File: src/rtl/key_defines.sv
// Shared constants for the key debouncer: FSM encodings and default timing.
// Default timing assumes the 50 MHz board clock.
package key_defines;

   typedef enum logic [1:0] {
      IDLE       = 2'd0,
      DB_PRESS   = 2'd1,
      HELD       = 2'd2,
      DB_RELEASE = 2'd3
   } key_state_t;

   localparam int                   CNT_W_DEF = 26;
   localparam logic [CNT_W_DEF-1:0] T10MS_DEF = 26'd499_999;    // 10 ms - 1
   localparam logic [CNT_W_DEF-1:0] TLONG_DEF = 26'd49_999_999; // 1 s - 1

endpackage

File: src/rtl/key_sync_module.sv
// Two-flop synchronizer for an asynchronous board input.
// Both stages reset to 1 so an idle active-low pin reads as released.
module key_sync_module (
   input  logic i_clk,
   input  logic i_rst,
   input  logic i_d,
   output logic o_q
);

   logic r_meta;
   logic r_sync;

   always_ff @(posedge i_clk or posedge i_rst) begin
      if (i_rst) begin
         r_meta <= 1'b1;
         r_sync <= 1'b1;
      end else begin
         r_meta <= i_d;
         r_sync <= r_meta;
      end
   end

   assign o_q = r_sync;

endmodule

File: src/rtl/key_detect_module.sv
// Active-low pushbutton debouncer with registered press/release pulses and level.
// Define KEY_LONGPRESS_EN to add a one-shot long-press pulse on Key_Long.
module key_detect_module
   import key_defines::*;
#(
   parameter int               CNT_W = CNT_W_DEF,
   parameter logic [CNT_W-1:0] T10MS = T10MS_DEF,
   parameter logic [CNT_W-1:0] TLONG = TLONG_DEF
) (
   input  logic CLK,
   input  logic RST,
   input  logic Key_In,
   output logic Key_Press,
   output logic Key_Release,
   output logic Key_State,
   output logic Key_Long
);

   logic             w_sync;
   key_state_t       r_state, w_state_nxt;
   logic [CNT_W-1:0] r_cnt, w_cnt_nxt;
   logic             r_press, w_press_nxt;
   logic             r_release, w_release_nxt;
   logic             r_key_state, w_key_state_nxt;

   key_sync_module u_sync (
      .i_clk (CLK),
      .i_rst (RST),
      .i_d   (Key_In),
      .o_q   (w_sync)
   );

   always_ff @(posedge CLK or posedge RST) begin
      if (RST) begin
         r_state     <= IDLE;
         r_cnt       <= '0;
         r_press     <= 1'b0;
         r_release   <= 1'b0;
         r_key_state <= 1'b0;
      end else begin
         r_state     <= w_state_nxt;
         r_cnt       <= w_cnt_nxt;
         r_press     <= w_press_nxt;
         r_release   <= w_release_nxt;
         r_key_state <= w_key_state_nxt;
      end
   end

   // Counter is zeroed in the stable states, so each debounce window starts at 0
   always_comb begin
      w_state_nxt     = r_state;
      w_cnt_nxt       = r_cnt;
      w_press_nxt     = 1'b0;
      w_release_nxt   = 1'b0;
      w_key_state_nxt = r_key_state;
      case (r_state)
         IDLE: begin
            w_cnt_nxt = '0;
            if (!w_sync) w_state_nxt = DB_PRESS;
         end
         DB_PRESS: begin
            if (w_sync) begin
               w_state_nxt = IDLE;
            end else if (r_cnt == T10MS) begin
               w_state_nxt     = HELD;
               w_press_nxt     = 1'b1;
               w_key_state_nxt = 1'b1;
            end else begin
               w_cnt_nxt = r_cnt + 1'b1;
            end
         end
         HELD: begin
            w_cnt_nxt = '0;
            if (w_sync) w_state_nxt = DB_RELEASE;
         end
         DB_RELEASE: begin
            if (!w_sync) begin
               w_state_nxt = HELD;
            end else if (r_cnt == T10MS) begin
               w_state_nxt     = IDLE;
               w_release_nxt   = 1'b1;
               w_key_state_nxt = 1'b0;
            end else begin
               w_cnt_nxt = r_cnt + 1'b1;
            end
         end
         default: w_state_nxt = IDLE;
      endcase
   end

   assign Key_Press   = r_press;
   assign Key_Release = r_release;
   assign Key_State   = r_key_state;

`ifdef KEY_LONGPRESS_EN
   logic [CNT_W-1:0] r_long_cnt;
   logic             r_long_done;
   logic             r_long;

   // Counts through release bounces; r_long_done limits it to one pulse per press
   always_ff @(posedge CLK or posedge RST) begin
      if (RST) begin
         r_long_cnt  <= '0;
         r_long_done <= 1'b0;
         r_long      <= 1'b0;
      end else begin
         r_long <= 1'b0;
         if (r_state == IDLE) begin
            r_long_cnt  <= '0;
            r_long_done <= 1'b0;
         end else if (r_state == HELD || r_state == DB_RELEASE) begin
            if (r_long_cnt == TLONG) begin
               if (!r_long_done) begin
                  r_long      <= 1'b1;
                  r_long_done <= 1'b1;
               end
            end else begin
               r_long_cnt <= r_long_cnt + 1'b1;
            end
         end
      end
   end

   assign Key_Long = r_long;
`else
   logic w_unused_tlong;
   assign w_unused_tlong = ^TLONG;
   assign Key_Long       = 1'b0;
`endif

endmodule
File: config.mk
export PLATFORM = sky130hd
export DESIGN_NAME = key_detect_module
export DESIGN_NICKNAME = d
export VERILOG_FILES = /design/src/rtl/key_defines.sv /design/src/rtl/key_sync_module.sv /design/src/rtl/key_detect_module.sv
export SDC_FILE = /design/constraint.sdc
export NUM_CORES = 1
export LEC_CHECK = 0
export CAP_MARGIN = 30
export CORE_ASPECT_RATIO = 1.1
export CORE_MARGIN = 10
export CORE_UTILIZATION = 38
export CTS_CLUSTER_DIAMETER = 120
export DETAILED_ROUTE_END_ITERATION = 12
export PLACE_DENSITY_LB_ADDON = 0.1
export SLEW_MARGIN = 10
export SYNTH_ARGS = -nofsm -noshare
export SYNTH_HDL_FRONTEND = slang
export SYNTH_HIERARCHICAL = 1
export SYNTH_SLANG_ARGS = --single-unit
File: constraint.sdc
create_clock -name CLK -period 4.8 [get_ports CLK]
set_input_delay 1.44 -clock CLK [delete_from_list [all_inputs] [get_ports CLK]]
set_output_delay 1.44 -clock CLK [all_outputs]
set_load 0.1 [all_outputs]
==> flow_summary_export.csv <==
group,metric,value,unit
power_and_ir_drop,pwr-share-comb,4.5,%
power_and_ir_drop,seqPwrFrac,55.7,%
clock_network,cts_root_buffer,"sky130_fd_sc_hd__clkbuf_8",
placement,hpwlAfterDp,2620,µm
status,outcome,"complete, no violations",
synthesis,syn-instance-count,182,
synthesis,avgSynthCellArea,9.79,µm²
clock_network,ctsHtreeMaxLevel,2,
timing,setup-tns-final,0,ps
critical_path,crit_chain,"clkdlybuf4s50_1",
grt,first_global_vias,1467,
grt,pin_count_of_the_biggest_net_entering_global_routing,32,
layout,design.final.nets,190,
clock_network,number_of_clock_buffers_inserted_by_tritoncts,5,
critical_path,path_max_fanout,3,
timing,finalHoldViolations,0,
critical_path,worst_path_required,3360,ps
timing,timing.final.setup_violations,0,
floorplanning,core,4590,µm²
placement,numPlacedInstances,235,
layout,final_common_cell,"sky130_fd_sc_hd__dfrtp_1",
route,drt-pass1-iter-count,4,
floorplanning,num_rows,26,
timing,tightestPinTransition,971,ps
layout,regArea,828,µm²
floorplanning,die_area,7830,µm²
critical_path,cpPeakStageDelay,1150,ps
timing,worst_clock_skew,6.43,ps
critical_path,crit_family,"buffers and inverters",
critical_path,critPathCaptureType,"output pin",
synthesis,synth_seq_cells,33,
power_and_ir_drop,netSwitchingFraction,24.8,%
clock_network,post_cts_buffers,0,
power_and_ir_drop,power.density,264,nW/µm²
clock_network,cts_resized,0,
synthesis,yosys_most_used_dff,"sky130_fd_sc_hd__dfrtp_1",
power_and_ir_drop,power.share.clock,39.8,%
synthesis,ys.warnings.count,6,
power_and_ir_drop,power.leakage,0.000756,µW
layout,fillCellCount,456,
critical_path,critical-path-slowest-cell,"sky130_fd_sc_hd__clkdlybuf4s50_1",
placement,place_congestion,0.782,
power_and_ir_drop,finalPower,516,µW
route,route.vias.total,1419,
power_and_ir_drop,switchingPower,128,µW
synthesis,synth_edf_count,0,
route,post_drt_via_cell_ratio,5.84,
synthesis,synth.distinct_cells,39,
route,routed.top_layer,"met4",
synthesis,post_synthesis_instance_area,1780,µm²
critical_path,timing.critical_path.from_type,"flip-flop",
layout,final_util,42.5,%
timing,grt_setup_unrepaired,"false",
floorplanning,num_io_pins,7,
layout,multi_input_area,885,µm²
power_and_ir_drop,ir_worst_vdd,0.126,mV
clock_network,cts.sinks,33,
grt,grt_first_pass_wirelength,6850,µm
floorplanning,chipWidth,85.3,µm
clock_network,clockBufferDepth,2,
flow_run,max-cap-violations,0,
layout,antenna_cells,0,
layout,final_cell_area,1950,µm²
grt,number_of_antenna_violations_at_the_first_check_in_global_routing,0,
layout,layoutNonFillerInstCount,243,
route,wirelength,3870,µm
clock_network,clock_transition_time_at_the_flip_flop_clock_pins_of_the_worst_setup_and_hold_paths,70,ps
layout,post_route_cells_drive_above_1_share,9.09,%
timing,fmax,309,MHz
floorplanning,die_height,91.8,µm
critical_path,critical_path_arrival,1800,ps
clock_network,cts_hold_repair.buffers,0,
route,drt-met1-wl,1680,µm
timing,period_share,67.5,%
layout,leading_cell_types_in_the_layout_fill_and_taps_excluded,"sky130_fd_sc_hd__dfrtp_1, sky130_fd_sc_hd__nand2_1, sky130_fd_sc_hd__a21oi_1",
route,avgRoutedWirePerCell,15.9,µm
route,met3_length,112,µm
route,met2_wirelength,2060,µm
grt,overflow,0,
timing,final-max-slew-violation-count,0,
route,detail-route-antenna-nets,0,
critical_path,worst-path-buf-inv,1,
placement,placed_cell_area,1860,µm²
clock_network,worst_skew_pair.late_latency,280,ps
route,detail_route.iter0.violations,123,
layout,area_growth,9.41,%
synthesis,syn_nets,186,
route,drt_drc_violations_left,0,
timing,slew_headroom,35.0,%
critical_path,worst-setup-path-type,"reg2out",
placement,numPortBuffers,5,
clock_network,tritoncts,"done",
synthesis,synth_sequential_area_ratio,46.5,%
synthesis,ys_async_sr_fraction,100,%
power_and_ir_drop,power_report.internal_total,388,µW
timing,final_period_minus_worst_setup_slack,3240,ps
floorplanning,initial_core_util,38.8,%
min_path,hold_class,"reg2reg",
grt,groute.usage.overall,10.4,%
==> per-stage QoR <==
stage	hold slack [ps]	setup slack [ps]
2_1_floorplan	345	2450
3_3_place_gp	349	1880
3_5_place_dp	352	1870
4_1_cts	365	1530
5_1_grt	365	1530
6_report	362	1560
==> final cells by class <==
class	instances	share of cell area, %
timing repair buffer	6	2.95
clock buffer	5	3.53
tap	56	3.59
clock inverter	3	0.899
sequential	33	42.5
inverter	6	1.16
multi-input combinational	134	45.4
==> cells in the mapped netlist (2+ instances only) <==
master                     number  area share [%]
sky130_fd_sc_hd__dfrtp_1       31              44
sky130_fd_sc_hd__o31ai_1        9             3.8
sky130_fd_sc_hd__nand3_1        7             2.0
sky130_fd_sc_hd__inv_1          6             1.3
sky130_fd_sc_hd__and4_1         6             2.9
sky130_fd_sc_hd__mux2i_1        9             5.1
sky130_fd_sc_hd__or4_4          2             1.3
sky130_fd_sc_hd__nor4_1         4             1.4
sky130_fd_sc_hd__nand3_2        2             1.1
sky130_fd_sc_hd__nor4b_1        2            0.98
sky130_fd_sc_hd__clkbuf_1       6             1.3
sky130_fd_sc_hd__o21ai_0        5             1.4
sky130_fd_sc_hd__xor2_1         3             1.5
sky130_fd_sc_hd__or3_1          3             1.1
sky130_fd_sc_hd__nand4_1        7             2.5
sky130_fd_sc_hd__or4_1          9             3.8
sky130_fd_sc_hd__a21oi_1       15             4.2
sky130_fd_sc_hd__dfstp_2        2             2.9
sky130_fd_sc_hd__and3_1         2            0.70
sky130_fd_sc_hd__nor2_1         6             1.3
sky130_fd_sc_hd__nand2_1       20             4.2
sky130_fd_sc_hd__nand2b_1       8             2.8
sky130_fd_sc_hd__a211oi_1       2            0.84
==> layer usage <==
metal  vias to the layer above  global-route usage (%)
met2                        20                    18.3
li1                        687                       -
met5                         -                       0
met4                         0                    3.71
met3                         2                    2.30
met1                       710                    12.0
==> worst paths after layout <==
| path | slack, ps | cells after the start | to | start |
|---|---|---|---|---|
| max | 1560 | 1 | Key_State | Key_State |
| min | 360 | 0 | u_sync/o_q | u_sync/r_meta |
| max reg2reg | 2410 | 4 | r_cnt[23] | flip-flop |
| min reg2reg | 360 | 0 | u_sync/o_q | u_sync/r_meta |
| max in group asynchronous | 2920 | 3 | r_cnt[8] | RST |
| min in group asynchronous | 1510 | 2 | u_sync/r_meta | RST |
==> registers in the layout, indices dropped and copies added (netlist names), named ones only <==
register       flops
Key_State          1
u_sync/r_meta      1
Key_Press          1
u_sync/o_q         1
r_cnt             26
Key_Release        1
r_state            1
==> power groups by stage <==
stage               clock (µW)  sequential, µW  combinational [µW]
floorplan                    0             290                19.6
global placement             0             292                22.9
detailed placement           0             293                23.8
CTS                        217             287                23.9
global route               227             288                26.1
finish                     205             287                23.0
==> cells by family (layout without fill, tap and decap cells) <==
kind of cell	after synthesis	count (layout)	synth area share, %
multiplexers	9	9	5.06
adder cells (fa/ha/maj)	1	1	0.702
AO/OA/AOI/OAI	36	36	12.4
buffers and inverters	15	20	3.86
XOR/XNOR	5	5	2.88
AND/OR/NAND/NOR	82	82	28.4
flip-flops	33	33	46.5
other	1	1	0.210
(Power assumes the default switching activity.)
